`src/rtl/axi_xbar_pkg.sv`:
```
// Shared types and constants for the AXI crossbar read-response path.
package axi_xbar_pkg;

  localparam int AXI_LEN_W = 8;

  localparam logic [1:0] RESP_OKAY   = 2'b00;
  localparam logic [1:0] RESP_EXOKAY = 2'b01;
  localparam logic [1:0] RESP_SLVERR = 2'b10;
  localparam logic [1:0] RESP_DECERR = 2'b11;

  typedef enum logic [0:0] {
    IDLE   = 1'b0,
    DECERR = 1'b1
  } rd_resp_state_e;

endpackage

```
`src/rtl/axi_rd_skid_reg.sv`:
```
// R-channel output stage: single pipeline register, or a two-entry skid buffer with a
// registered input ready when AXI_RD_RESP_SKID_EN is defined.
module axi_rd_skid_reg #(
  parameter int WIDTH = 8
) (
  input  logic             clk,
  input  logic             rst_n,
  input  logic [WIDTH-1:0] in_data,
  input  logic             in_valid,
  output logic             in_ready,
  output logic [WIDTH-1:0] out_data,
  output logic             out_valid,
  input  logic             out_ready
);

`ifdef AXI_RD_RESP_SKID_EN
  logic [WIDTH-1:0] main_reg;
  logic [WIDTH-1:0] skid_reg;
  logic             main_valid_reg;
  logic             skid_valid_reg;

  // Ready depends only on skid occupancy, so it never sees out_ready combinationally.
  assign in_ready  = !skid_valid_reg;
  assign out_data  = main_reg;
  assign out_valid = main_valid_reg;

  always_ff @(posedge clk or negedge rst_n) begin
    if (!rst_n) begin
      main_reg       <= '0;
      skid_reg       <= '0;
      main_valid_reg <= 1'b0;
      skid_valid_reg <= 1'b0;
    end else if (!main_valid_reg || out_ready) begin
      if (skid_valid_reg) begin
        main_reg       <= skid_reg;
        main_valid_reg <= 1'b1;
        skid_valid_reg <= 1'b0;
      end else begin
        main_valid_reg <= in_valid;
        if (in_valid) begin
          main_reg <= in_data;
        end
      end
    end else if (in_valid && !skid_valid_reg) begin
      skid_reg       <= in_data;
      skid_valid_reg <= 1'b1;
    end
  end
`else
  logic [WIDTH-1:0] data_reg;
  logic             valid_reg;

  assign in_ready  = !valid_reg || out_ready;
  assign out_data  = data_reg;
  assign out_valid = valid_reg;

  always_ff @(posedge clk or negedge rst_n) begin
    if (!rst_n) begin
      data_reg  <= '0;
      valid_reg <= 1'b0;
    end else if (in_ready) begin
      valid_reg <= in_valid;
      if (in_valid) begin
        data_reg <= in_data;
      end
    end
  end
`endif

endmodule

```
`src/rtl/axi_crossbar_rd_resp.sv`:
```
// Per-slave read-response stage: forwards routed R beats, generates DECERR bursts and
// reports routed-burst completions. Build option AXI_RD_RESP_SKID_EN selects the skid output stage.
module axi_crossbar_rd_resp
  import axi_xbar_pkg::*;
#(
  parameter int ID_WIDTH     = 8,
  parameter int DATA_WIDTH   = 32,
  parameter int RUSER_ENABLE = 0,
  parameter int RUSER_WIDTH  = 1
) (
  input  logic                   clk,
  input  logic                   rst_n,
  input  logic [ID_WIDTH-1:0]    s_axi_arid,
  input  logic [AXI_LEN_W-1:0]   s_axi_arlen,
  input  logic                   rc_decerr,
  input  logic                   rc_valid,
  output logic                   rc_ready,
  input  logic [ID_WIDTH-1:0]    m_rid,
  input  logic [DATA_WIDTH-1:0]  m_rdata,
  input  logic [1:0]             m_rresp,
  input  logic                   m_rlast,
  input  logic [RUSER_WIDTH-1:0] m_ruser,
  input  logic                   m_rvalid,
  output logic                   m_rready,
  output logic [ID_WIDTH-1:0]    s_axi_rid,
  output logic [DATA_WIDTH-1:0]  s_axi_rdata,
  output logic [1:0]             s_axi_rresp,
  output logic                   s_axi_rlast,
  output logic [RUSER_WIDTH-1:0] s_axi_ruser,
  output logic                   s_axi_rvalid,
  input  logic                   s_axi_rready,
  output logic [ID_WIDTH-1:0]    s_cpl_id,
  output logic                   s_cpl_valid
);

  // Stage payload: id, data, resp, last, user, generated-beat flag.
  localparam int PW = ID_WIDTH + DATA_WIDTH + 2 + 1 + RUSER_WIDTH + 1;

  rd_resp_state_e         state_reg, state_next;
  logic                   pt_active_reg, pt_active_next;
  logic [AXI_LEN_W-1:0]   cnt_reg, cnt_next;
  logic [ID_WIDTH-1:0]    dec_id_reg, dec_id_next;
  logic                   run_reg;
  logic                   cpl_valid_reg;
  logic [ID_WIDTH-1:0]    cpl_id_reg;

  logic                   rc_fire;
  logic                   rc_take_decerr;
  logic                   routed_fire;
  logic                   stage_in_valid;
  logic                   stage_in_ready;
  logic [PW-1:0]          stage_in;
  logic [PW-1:0]          stage_out;
  logic                   out_is_gen;
  logic [RUSER_WIDTH-1:0] ruser_in;

  // run_reg keeps both ready outputs low until the first clock after reset release.
  assign rc_ready       = run_reg && (state_reg == IDLE) && !pt_active_reg;
  assign rc_fire        = rc_valid && rc_ready;
  assign rc_take_decerr = rc_fire && rc_decerr;
  assign m_rready       = run_reg && stage_in_ready && (state_reg == IDLE) && !rc_take_decerr;
  assign routed_fire    = m_rvalid && m_rready;
  assign ruser_in       = (RUSER_ENABLE != 0) ? m_ruser : '0;

  always_comb begin
    state_next     = state_reg;
    pt_active_next = pt_active_reg;
    cnt_next       = cnt_reg;
    dec_id_next    = dec_id_reg;
    stage_in_valid = 1'b0;
    stage_in       = '0;
    case (state_reg)
      IDLE: begin
        if (routed_fire) begin
          stage_in_valid = 1'b1;
          stage_in       = {m_rid, m_rdata, m_rresp, m_rlast, ruser_in, 1'b0};
          pt_active_next = !m_rlast;
        end
        if (rc_take_decerr) begin
          state_next  = DECERR;
          cnt_next    = s_axi_arlen;
          dec_id_next = s_axi_arid;
        end
      end
      DECERR: begin
        stage_in_valid = 1'b1;
        stage_in       = {dec_id_reg, {DATA_WIDTH{1'b0}}, RESP_DECERR, (cnt_reg == '0),
                          {RUSER_WIDTH{1'b0}}, 1'b1};
        if (stage_in_ready) begin
          cnt_next = cnt_reg - AXI_LEN_W'(1);
          if (cnt_reg == '0) begin
            state_next = IDLE;
          end
        end
      end
      default: state_next = IDLE;
    endcase
  end

  always_ff @(posedge clk or negedge rst_n) begin
    if (!rst_n) begin
      state_reg     <= IDLE;
      pt_active_reg <= 1'b0;
      cnt_reg       <= '0;
      dec_id_reg    <= '0;
      run_reg       <= 1'b0;
    end else begin
      state_reg     <= state_next;
      pt_active_reg <= pt_active_next;
      cnt_reg       <= cnt_next;
      dec_id_reg    <= dec_id_next;
      run_reg       <= 1'b1;
    end
  end

  axi_rd_skid_reg #(
    .WIDTH (PW)
  ) u_out_stage (
    .clk       (clk),
    .rst_n     (rst_n),
    .in_data   (stage_in),
    .in_valid  (stage_in_valid),
    .in_ready  (stage_in_ready),
    .out_data  (stage_out),
    .out_valid (s_axi_rvalid),
    .out_ready (s_axi_rready)
  );

  assign {s_axi_rid, s_axi_rdata, s_axi_rresp, s_axi_rlast, s_axi_ruser, out_is_gen} = stage_out;

  // Generated DECERR bursts were never admitted upstream, so they must not complete.
  always_ff @(posedge clk or negedge rst_n) begin
    if (!rst_n) begin
      cpl_valid_reg <= 1'b0;
      cpl_id_reg    <= '0;
    end else begin
      cpl_valid_reg <= s_axi_rvalid && s_axi_rready && s_axi_rlast && !out_is_gen;
      if (s_axi_rvalid && s_axi_rready && s_axi_rlast && !out_is_gen) begin
        cpl_id_reg <= s_axi_rid;
      end
    end
  end

  assign s_cpl_valid = cpl_valid_reg;
  assign s_cpl_id    = cpl_id_reg;

endmodule

```
`config.mk`:
```
export PLATFORM = sky130hd
export DESIGN_NAME = axi_crossbar_rd_resp
export DESIGN_NICKNAME = d
export VERILOG_FILES = /design/src/rtl/axi_xbar_pkg.sv /design/src/rtl/axi_rd_skid_reg.sv /design/src/rtl/axi_crossbar_rd_resp.sv
export SDC_FILE = /design/constraint.sdc
export NUM_CORES = 1
export LEC_CHECK = 0
export BUFFER_PORTS_ARGS = -buffer_cell sky130_fd_sc_hd__buf_2
export CORE_ASPECT_RATIO = 1.25
export CORE_MARGIN = 3
export CORE_UTILIZATION = 40
export CTS_CLUSTER_SIZE = 12
export DETAILED_ROUTE_END_ITERATION = 10
export PLACE_DENSITY = 0.75
export SYNTH_ARGS = -nofsm -noshare
export SYNTH_HDL_FRONTEND = slang
export SYNTH_SLANG_ARGS = --single-unit
```
`constraint.sdc`:
```
create_clock -name clk -period 2.7 [get_ports clk]
set_input_delay 0.27 -clock clk [delete_from_list [all_inputs] [get_ports clk]]
set_output_delay 0.27 -clock clk [all_outputs]
set_load 0.02 [all_outputs]
```
# == Yosys cells after proc, flatten, opt, wreduce, memory -nomap -nowiden ==
# Cells that the tools add are included.
# word_totals
register_bits,74
out_inout_bits,56
in_bits,66
wordCells,46
# op_classes
n_reduce_logical,22
mux,11
addsub,1
eq_ne,2
bitwise_logic,1
# ops
operator,n
45-bit case mux with 2 select lines,1
45-bit 2-to-1 mux,1
8-bit 2-to-1 mux,2
8-bit case mux with 2 select lines,1
1-bit logical AND,11
8-bit zero test,1
2-bit AND reduction,4
"8-bit by 1-bit subtractor with 8-bit output, second input constant",1
1-bit zero test,5
1-bit 2-to-1 mux,4
1-bit case mux with 2 select lines,2
"2-bit by 1-bit != test with 1-bit output, second input constant",1
"2-bit != test, second input constant",1
1-bit logical OR,1
1-bit NOT,1

# == Longest topological paths before layout ==
# Gate-level depths: netlist of the first run.
# logic_depth
ltp_word,11
mapped_depth,7
mapped_depth_nobuf,5

# == Modules after synthesis ==
# A second synthesis of the first run with hierarchy kept.
# hier_totals
hier_cells,260
hier_area_um2,3578.4
# by_module_without_submodules
mod,cells_each,area_each_um2,instances,seq_area_each_um2
axi_rd_skid_reg,98,1884.3,1,1151.1
axi_crossbar_rd_resp,162,1694.1,1,700.7

# == Worst setup path before layout of the first run ==
# OpenSTA, ideal clock, no wires.
# synth_timing
path_kind,register to register
from,register u_out_stage.valid_reg (netlist: u_out_stage.out_valid)
to,register u_out_stage.data_reg[2] (netlist: u_out_stage.out_data[2])
setup_time_ns,0.125
slack_ns,1.175
stages_incl_launch_ff,5
arrival_ns,1.400
cell_sequence,dfrtp_1 -> and2b_2 -> nor2_4 -> a41oi_2 -> mux2_2
# synth_via
elab_chain_len,9
# synth_lines
element,line,rtl
from (decl),axi_rd_skid_reg.sv:51,logic valid_reg;
from (signal assigned),axi_rd_skid_reg.sv:62,valid_reg <= in_valid;
1-bit zero test *,axi_rd_skid_reg.sv:53,assign in_ready = !valid_reg || out_ready;
1-bit logical OR *,axi_rd_skid_reg.sv:53,
1-bit logical AND (3 in a row),axi_crossbar_rd_resp.sv:61,assign m_rready = run_reg && stage_in_ready && (state_reg == IDLE) && !rc_take_decerr;
1-bit logical AND,axi_crossbar_rd_resp.sv:62,assign routed_fire = m_rvalid && m_rready;
1-bit 2-to-1 mux,axi_crossbar_rd_resp.sv:74,if (routed_fire) begin
1-bit case mux with 2 select lines,axi_crossbar_rd_resp.sv:72,case (state_reg)
2-bit AND reduction (no source line),-,
to (signal assigned),axi_rd_skid_reg.sv:64,data_reg <= in_data;
to (decl),axi_rd_skid_reg.sv:50,logic [WIDTH-1:0] data_reg;
# Every way passes the cells marked *; elsewhere a longest branch is shown, timed or not.
# A chain may end at the register's enable or synchronous reset.

# == Final worst setup path of the first run ==
# layout_timing
from,register state_reg
to,register u_out_stage.data_reg[12] (netlist: u_out_stage.out_data[12])
# layout_via
elab_chain_len,11
# layout_lines
element,line,rtl
from (decl),axi_crossbar_rd_resp.sv:39,"rd_resp_state_e state_reg, state_next;"
from (signal assigned),axi_crossbar_rd_resp.sv:108,state_reg <= state_next;
1-bit NOT,-,
1-bit logical AND (2 in a row),axi_crossbar_rd_resp.sv:58,assign rc_ready = run_reg && (state_reg == IDLE) && !pt_active_reg;
1-bit logical AND,axi_crossbar_rd_resp.sv:59,assign rc_fire = rc_valid && rc_ready;
1-bit logical AND,axi_crossbar_rd_resp.sv:60,assign rc_take_decerr = rc_fire && rc_decerr;
1-bit zero test,axi_crossbar_rd_resp.sv:61,
1-bit logical AND,axi_crossbar_rd_resp.sv:61,
1-bit logical AND,axi_crossbar_rd_resp.sv:62,
1-bit 2-to-1 mux,axi_crossbar_rd_resp.sv:74,
1-bit case mux with 2 select lines,axi_crossbar_rd_resp.sv:72,
2-bit AND reduction (no source line),-,
# Several ways; a longest one is shown, not always the timed one.

==> results_dict.tcl, run 1 <==
set metrics [dict create \
    grt_max_degree 48 \
    port_buffers 119 \
    utilization_pct 49.0 \
    drtAntennaViolNets 0 \
    relSlewSlack_pct 65.3 \
    die-area_sq_mm 0.00948 \
    rsz0062_at_grt "no" \
    drive_gt1_share_pct 41.2 \
    wire_per_inst_um 15.4 \
    fin_nets 437 \
    hold_viol 0 \
    required_ps 2980 \
    worst_slew_pin_slew_ps 516 \
    wirelength_um 7210 \
    synth-seq-cells 73 \
    ys_seq_area_share_pct 54.7 \
    cts_sinks 73 \
    syn_area_per_cell_sq_um 11.6 \
    r2r-start "state_reg$_DFF_PN0_" \
    synth_cells 287 \
    n_antenna_cell 0 \
    synthesis.area_sq_mm 0.00334 \
    area_growth_pct 17.0 \
    ctsResizeCount 0 \
    fmax_mhz 485 \
    hold_path_class "primary input to flip-flop" \
    num_rows 36 \
    power_mw 3.59 \
    cts_tree "built" \
    grt_use_total_pct 15.8 \
    grt_pass1_wl_um 11500 \
    drtIter0Drc 107 \
    synth.net_count 355 \
    drv_cap 0 \
    dpl.hpwl_um 5340 \
    end_kind "flip-flop" \
    holdWs_ps 109 \
    skew_ps 6.77 \
    clk-insertion-delay-late_ps 340 \
    io_pins 122 \
    place.gp.congestion 0.751 \
    first_global_vias 2384 \
    fill_cells 769 \
    vias 2373 \
    p_per_area_mw_per_mm2 919 \
    cts.clk_slew.worst_paths_ps 70 \
    grt_antenna_before_repair 0 \
    cp_data_arrival_time_ps 2340 \
    dr.pass1.iters 4 \
    setup_violations 0 \
    numCtsBuffers 9 \
    ys_warn_count 0 \
    worstHoldStart "m_rlast" \
    status "complete, no violations" \
    synth_cell_types 44 \
    fin_setup_tns_ps 0 \
    period_share_pct 76.4 \
    initial_core_util_pct 41.9 \
    ctsRootBufferMaster "clkbuf_8" \
    cts_max_path_buffers 2 \
    final-max-slew-violation-count 0 \
    largest_reg_flops 44 \
    crit_fanout 31 \
    fin_crit_ps 2060 \
    routed_via_density 5.06 \
    gr-total-overflow 0 \
    die_h_um 108 \
    startpoint "state_reg$_DFF_PN0_" \
    drc 0 \
    die_w_um 87.7 \
    criticalPathCategory "flip-flop to flip-flop" \
    htreeDepth 3 \
    cp-start-kind "flip-flop" \
    core-area_sq_mm 0.00797 \
    p_leak_nw 2.14 \
    ir_drop_v 0.000405 \
]
kinds of logic (layout without fill, tap and decap cells):
family / after synthesis / in the layout / synth area share (%)
other: 2 / 2 / 0.225
AOI/OAI and AO/OA: 75 / 75 / 17.9
and+or+nand+nor: 61 / 61 / 9.37
muxes: 12 / 12 / 3.94
buffers and inverters: 62 / 149 / 13.1
adders and majority gates: 2 / 2 / 0.750
DFF: 73 / 73 / 54.7
final cells by class:
cell class | count | area [sq um] | area share (%)
clock buffer | 13 | 149 | 3.81
clock inverter | 3 | 40.0 | 1.02
inverter | 8 | 30.0 | 0.769
multi-input combinational | 152 | 1090 | 27.8
sequential | 73 | 1830 | 46.8
tap | 95 | 119 | 3.04
timing repair buffer | 125 | 656 | 16.8
cell usage after synthesis:
master / n / area (sq um)
a22o_1: 41 / 359
nor4b_4: 1 / 23.8
conb_1: 2 / 7.51
o32ai_1: 1 / 8.76
a21o_1: 9 / 67.6
a211oi_1: 2 / 15.0
a31oi_1: 1 / 6.26
buf_2: 4 / 20.0
nand4_1: 1 / 6.26
nand3_1: 1 / 5.00
nor2b_1: 2 / 12.5
nor4_1: 1 / 6.26
a41oi_2: 1 / 16.3
clkinv_1: 1 / 3.75
o22ai_1: 1 / 6.26
o22a_1: 1 / 8.76
inv_2: 1 / 3.75
nand3b_1: 1 / 7.51
nor2_2: 1 / 6.26
or3_1: 1 / 6.26
nand4b_1: 1 / 8.76
nand2_1: 27 / 101
mux2_2: 9 / 101
dfrtp_1: 73 / 1830
a21oi_2: 1 / 8.76
a221oi_1: 1 / 8.76
and4_1: 1 / 8.76
a2bb2oi_2: 1 / 15.0
nor2_4: 1 / 11.3
a21oi_1: 9 / 45.0
clkbuf_1: 1 / 3.75
buf_4: 45 / 338
and3b_1: 1 / 8.76
nor2_1: 11 / 41.3
o21ai_0: 5 / 25.0
and2b_2: 1 / 8.76
inv_1: 6 / 22.5
and3_1: 2 / 12.5
mux2i_1: 3 / 30.0
nor3_1: 5 / 25.0
ha_1: 2 / 25.0
a22oi_1: 1 / 7.51
buf_6: 4 / 45.0
nand2b_1: 2 / 12.5
cell usage in the layout (no fill, tap or decap), types with 2 or more instances in the layout:
cell      synthesis  final
a21oi_1           9      9
inv_1             6      6
dfrtp_1          73     73
clkbuf_8          0     10
nor3_1            5      5
clkbuf_1          1      3
conb_1            2      2
buf_2             4    119
and3_1            2      2
nand2_1          27     27
nor2_1           11     11
a21o_1            9      9
clkinv_2          0      2
ha_1              2      2
buf_4            45      4
a211oi_1          2      2
nor2b_1           2      2
mux2i_1           3      3
o21ai_0           5      5
mux2_2            9      9
nand2b_1          2      2
a22o_1           41     41
metal layers:
layer  wire length, um  GRT usage [%]  share of wire, %  vias up
li1                  -              -                 -     1138
met1              3070           19.4                43     1135
met2              3630           25.5                50       85
met3               332           3.96               4.6       15
met4               174           7.89               2.4        0
met5                 0              0                 0        -
timing repair:
item,4_1_cts,5_1_grt
hold buffers,1,0
hold endpoints to repair,19,0
setup buffers,0,0
power breakdown:
group	switching [mW]	internal [mW]	total (mW)
clock	0.379	0.451	0.829
combinational	0.682	0.488	1.17
sequential	0.215	1.38	1.59
total	1.28	2.32	3.59
through the flow:
stage	setup WS (ps)	cells	cell area, sq um
after floorplan	1180	287	3340
after global placement	678	452	3710
after detailed placement	656	452	3710
after CTS	629	469	3910
after global routing	493	469	3910
final	638	469	3910
path summary, 6_finish.rpt:
kind	cells after the start	to	slack [ps]
min in group asynchronous	2	u_out_stage.out_data[36]$_DFFE_PN0P_	440
max	5	u_out_stage.out_data[12]$_DFFE_PN0P_	640
max in group asynchronous	3	dec_id_reg[5]$_DFFE_PN0P_	1530
max reg2reg	5	u_out_stage.out_data[12]$_DFFE_PN0P_	640
min	2	pt_active_reg$_DFFE_PN0P_	110
min reg2reg	2	s_cpl_id[7]$_DFFE_PN0P_	470
worst max-delay path: stages (launching register included):
cell,delay [ps]
dfrtp_1,540
inv_2,260
nor2_4,130
a41oi_4,450
buf_4,410
a22o_1,200
Note: power is estimated with default switching activity, not from simulation.
==> inputs of run 2 (changes only) <==
==> constraint.sdc (replaced) <==
create_clock -name clk -period 1.91 [get_ports clk]
set_input_delay 0.191 -clock clk [delete_from_list [all_inputs] [get_ports clk]]
set_output_delay 0.191 -clock clk [all_outputs]
set_load 0.02 [all_outputs]
==> results_dict.tcl, run 2 (synthesis gave the netlist of run 1 again) <==
set metrics [dict create \
    status "complete, no violations" \
    cts.clk_slew.worst_paths_ps 80 \
    p_per_area_mw_per_mm2 1340 \
    rsz0062_at_grt "no" \
    crit_fanout 7 \
    core-area_sq_mm 0.00797 \
    holdWs_ps 59.2 \
    fin_nets 442 \
    numCtsBuffers 9 \
    cts_sinks 73 \
    dr.pass1.iters 4 \
    dp_slack_ps 255 \
    drtAntennaViolNets 0 \
    fin_setup_tns_ps 0 \
    hold_viol 0 \
    io_pins 122 \
    cts_setup_buffers 0 \
    wirelength_um 7230 \
    hold_path_class "primary input to flip-flop" \
    ctsRootBufferMaster "clkbuf_8" \
    htreeDepth 3 \
    startpoint "state_reg$_DFF_PN0_" \
    grt_max_degree 46 \
    critical_path.cell_chain "nand2b_1, buf_4, nor3_1, buf_2" \
    mostFrequentLayoutCells "buf_2, dfrtp_1, a22o_1" \
    routed_via_density 5.04 \
    drv_cap 0 \
    grt_use_total_pct 15.5 \
    final_cells 473 \
    r2r-start "u_out_stage.out_valid$_DFFE_PN0N_" \
    largest_reg_flops 44 \
    criticalPathCategory "flip-flop to output port" \
    fin_crit_ps 1730 \
    port_buffers 119 \
    cp-start-kind "flip-flop" \
    clk-insertion-delay-late_ps 330 \
    drive_gt1_share_pct 42.3 \
    worstHoldStart "m_rlast" \
    fmax_mhz 577 \
    first_global_vias 2408 \
    grt_pass1_wl_um 11600 \
    die_w_um 87.7 \
    die-area_sq_mm 0.00948 \
    max_stage_delay_ps 420 \
    period_share_pct 90.8 \
    critPathSlowestCell "dfrtp_1" \
    grt_antenna_before_repair 0 \
    required_ps 1720 \
    dpl.hpwl_um 5360 \
    initial_core_util_pct 41.9 \
    vias 2384 \
    n_antenna_cell 0 \
    worst_slew_pin_slew_ps 667 \
    cts_tree "built" \
    relSlewSlack_pct 55.5 \
    drc 0 \
    setup_ws_ps 176 \
    mostFrequentLayoutCell "buf_2" \
    num_rows 36 \
    final-max-slew-violation-count 0 \
    cp_data_arrival_time_ps 1540 \
    gr-total-overflow 0 \
    cts_max_path_buffers 2 \
    die_h_um 108 \
    setup_violations 0 \
    end_kind "output port" \
    wire_per_inst_um 15.3 \
    ir_drop_v 0.000524 \
    skew_ps 10.8 \
    area_growth_pct 19.5 \
    dp.cells 457 \
    place.gp.congestion 0.747 \
    p_leak_nw 2.17 \
    drtIter0Drc 105 \
]
## run 2: final cells by class
type / count / area [sq um]
inverter: 8 / 30.0
multi-input combinational: 152 / 1090
sequential: 73 / 1830
fill: 763 / 3990
tap: 95 / 119
clock inverter: 5 / 105
clock buffer: 10 / 128
timing repair buffer: 130 / 693
## run 2: timing repair
action | CTS | global route
hold buffers | 1 | 0
endpoints found under the hold margin | 28 | 0
resized for setup | 0 | 0
## run 2: final timing paths
path / end / slack (ps) / depth (start not counted)
setup / recovery: m_rready / 180 / 4
hold / removal: pt_active_reg$_DFFE_PN0P_ / 60 / 2
setup reg to reg: u_out_stage.out_data[18]$_DFFE_PN0P_ / 260 / 5
hold reg to reg: s_cpl_id[7]$_DFFE_PN0P_ / 470 / 2
max in group asynchronous: u_out_stage.out_data[2]$_DFFE_PN0P_ / 790 / 3
min in group asynchronous: u_out_stage.out_data[35]$_DFFE_PN0P_ / 440 / 2
## run 2: per-stage QoR
step / util [%] / cell area [sq um] / power [mW]
finish: 50.0 / 3990 / 5.35
global route: 50.0 / 3990 / 5.71
CTS: 50.0 / 3990 / 5.42
detailed placement: 47.0 / 3740 / 3.98
global placement: 47.0 / 3740 / 3.91
floorplan: - / 3340 / 3.63
## run 2: routing by layer
metal	GRT usage, %	wire length (um)	up-vias	part of all wire, %
met5	0	0	-	0
met4	6.91	129	0	1.8
met3	3.35	348	9	4.8
met2	25.2	3690	72	51
met1	19.8	3060	1161	42
li1	-	-	1142	-
## run 2: worst max-delay path, delay by kind of cell (launching register included)
kind                   cells  cell delay [ps]
buffers and inverters      2              390
flip-flops                 1              420
AND/OR/NAND/NOR            2              400
## run 2: power by group
part / internal, mW / leakage, nW / switching, mW
combinational: 0.721 / 1.12 / 0.995
clock: 0.862 / 0.109 / 0.553
sequential: 1.95 / 0.945 / 0.271
==> inputs of run 3 (changes only) <==
--- a/config.mk
+++ b/config.mk
@@ -5,13 +5,15 @@
 export SDC_FILE = /design/constraint.sdc
 export NUM_CORES = 1
 export LEC_CHECK = 0
+export ABC_AREA = 1
 export BUFFER_PORTS_ARGS = -buffer_cell sky130_fd_sc_hd__buf_2
 export CORE_ASPECT_RATIO = 1.25
 export CORE_MARGIN = 3
 export CORE_UTILIZATION = 40
 export CTS_CLUSTER_SIZE = 12
 export DETAILED_ROUTE_END_ITERATION = 10
-export PLACE_DENSITY = 0.75
+export PLACE_DENSITY = 0.73
 export SYNTH_ARGS = -nofsm -noshare
 export SYNTH_HDL_FRONTEND = slang
+export SYNTH_HIERARCHICAL = 1
 export SYNTH_SLANG_ARGS = --single-unit
==> results_dict.tcl, run 3 <==
set metrics [dict create \
    dr.pass1.iters 4 \
    place.gp.congestion 0.868 \
    fin_crit_ps 1700 \
    die_h_um 115 \
    numCtsBuffers 9 \
    n_antenna_cell 0 \
    cts_setup_buffers 0 \
    cts_sinks 74 \
    p_leak_nw 2.93 \
    ys_seq_area_share_pct 48.7 \
    synthFlopType "dfrtp_1" \
    mostFrequentLayoutCell "nand2_1" \
    core-area_sq_mm 0.00922 \
    cts_max_path_buffers 2 \
    relSlewSlack_pct 66.5 \
    vias 3360 \
    yosys-top-cells-count "nand2_1, dfrtp_1, inv_1" \
    r2r_cells 8 \
    port_buffers 120 \
    utilization_pct 52.4 \
    yosysTopAreaCell "dfrtp_1" \
    holdWs_ps 51.0 \
    worst_slew_pin_slew_ps 503 \
    fmax_mhz 587 \
    syn_area_per_cell_sq_um 7.91 \
    rsz0062_at_grt "no" \
    drive_gt1_share_pct 30.8 \
    synth.net_count 549 \
    wire_per_inst_um 12.6 \
    fin_setup_tns_ps 0 \
    ctsRootBufferMaster "clkbuf_16" \
    cts.clk_slew.worst_paths_ps 60 \
    grt_antenna_before_repair 0 \
    dpl.hpwl_um 6540 \
    r2r-end "u_out_stage/out_data[20]$_DFFE_PN0P_" \
    die_w_um 93.2 \
    drc 0 \
    grt_use_total_pct 17.6 \
    final-max-slew-violation-count 0 \
    cp_data_arrival_time_ps 1510 \
    routed_via_density 4.60 \
    die-area_sq_mm 0.0107 \
    wirelength_um 9170 \
    dp_slack_ps 363 \
    setup_ws_ps 207 \
    ir_drop_v 0.000686 \
    area_growth_pct 27.1 \
    gr-total-overflow 0 \
    fin_nets 670 \
    clk-insertion-delay-late_ps 330 \
    synth_cell_types 27 \
    drtAntennaViolNets 0 \
    required_ps 1720 \
    async_flop_share_pct 100 \
    num_rows 39 \
    r2r_setup_slack_ps 350 \
    skew_ps 7.48 \
    mostFrequentLayoutCells "nand2_1, buf_2, dfrtp_1" \
    drv_cap 0 \
    synth-seq-cells 74 \
    crit_end "m_rready" \
    crit_fanout 14 \
    synth_top_area_share_pct 48.7 \
    grt_max_degree 45 \
    setup_violations 0 \
    first_global_vias 3243 \
    synth_edf_count 0 \
    yosysMostFrequentCell "nand2_1" \
    grt_pass1_wl_um 15000 \
    htreeDepth 3 \
    r2r-start "u_out_stage/out_valid$_DFFE_PN0P_" \
    period_share_pct 89.2 \
    cts_tree "built" \
    synth_cells 481 \
    status "complete, no violations" \
    startpoint "state_reg$_DFF_PN0_" \
    p_per_area_mw_per_mm2 1470 \
    largest_reg_flops 45 \
    drtIter0Drc 188 \
    initial_core_util_pct 41.2 \
    criticalPathCategory "flip-flop to output port" \
    yosys-top-cells-area "dfrtp_1, nand2_1, inv_1" \
    hold_viol 0 \
    io_pins 122 \
    end_kind "output port" \
    synthesis.area_sq_mm 0.00380 \
    hold_path_class "primary input to flip-flop" \
    ys_warn_count 6 \
    cp-start-kind "flip-flop" \
]
-- run 3: cell types whose count changed after synthesis, moves of 33 or more --
cell	delta
nor2_1	+33
nand2_1	+149
inv_1	+52
buf_4	-43
a22o_1	-41
nand3_1	+39
-- run 3: where the power goes --
| part | switching [mW] | internal (mW) | total (mW) |
|---|---|---|---|
| Combinational | 1.77 | 0.879 | 2.65 |
| Sequential | 0.324 | 2.03 | 2.36 |
| Clock | 0.634 | 1.44 | 2.08 |
-- run 3: cell type report --
class	instances	area (sq um)
clock buffers	11	243
inverters	62	233
multi-input cells	322	1500
clock inverters	5	125
fillers	908	4390
repair buffers	133	728
flip-flops and latches	74	1850
well taps	123	154
-- run 3: cell families (layout without fill, tap and decap cells) --
kind of cell,count (synthesis),in the layout,share of synthesized area (%)
adder cells (fa/ha/maj),2,2,0.658
AO/OA/AOI/OAI,26,26,4.18
other,2,2,0.197
buffers and inverters,85,211,12.2
AND/OR/NAND/NOR,292,292,34.1
flip-flops,74,74,48.7
-- run 3: worst min-delay path by stage --
stage | start | slack (ps) | end | cells past startpoint
final | s_axi_arid[1] | 50 | dec_id_reg[1]$_DFFE_PN0P_ | 3
after global routing | s_axi_arid[4] | 70 | dec_id_reg[4]$_DFFE_PN0P_ | 3
after CTS | s_axi_arid[1] | 50 | dec_id_reg[1]$_DFFE_PN0P_ | 3
after detailed placement | rst_n | 200 | cnt_reg[1]$_DFFE_PN0P_ | 1
after global placement | rst_n | 200 | cnt_reg[0]$_DFFE_PN0P_ | 1
after floorplan | rst_n | -100 | cnt_reg[0]$_DFFE_PN0P_ | 0
-- run 3: routing by layer --
layer	vias up	track usage, %	wire length [um]
met5	-	0	0
met4	0	7.92	250
met3	19	3.80	496
met2	106	28.9	4480
met1	1538	22.2	3950
li1	1697	-	-
-- run 3: repair_timing --
action                                  in CTS  in global routing
hold endpoints to repair                    35                  0
resized for setup                            0                  1
hold buffers                                 1                  0
endpoints found under the setup margin       0                  1
-- run 3: critical path: stages, from the launching register on --
cell and delay [ps]:
dfrtp_1 370, inv_2 50, nand2_2 110, nor2_4 50, nand2_4 150, clkinv_1 120, nor3_2 140, buf_2 190
-- run 3: per-stage QoR --
step	cells	area, sq um	power, mW
finish	730	4830	7.08
detailed placement	713	4450	5.03
floorplan	481	3810	4.40
CTS	730	4830	7.14
global placement	713	4450	4.95
global route	730	4830	7.59
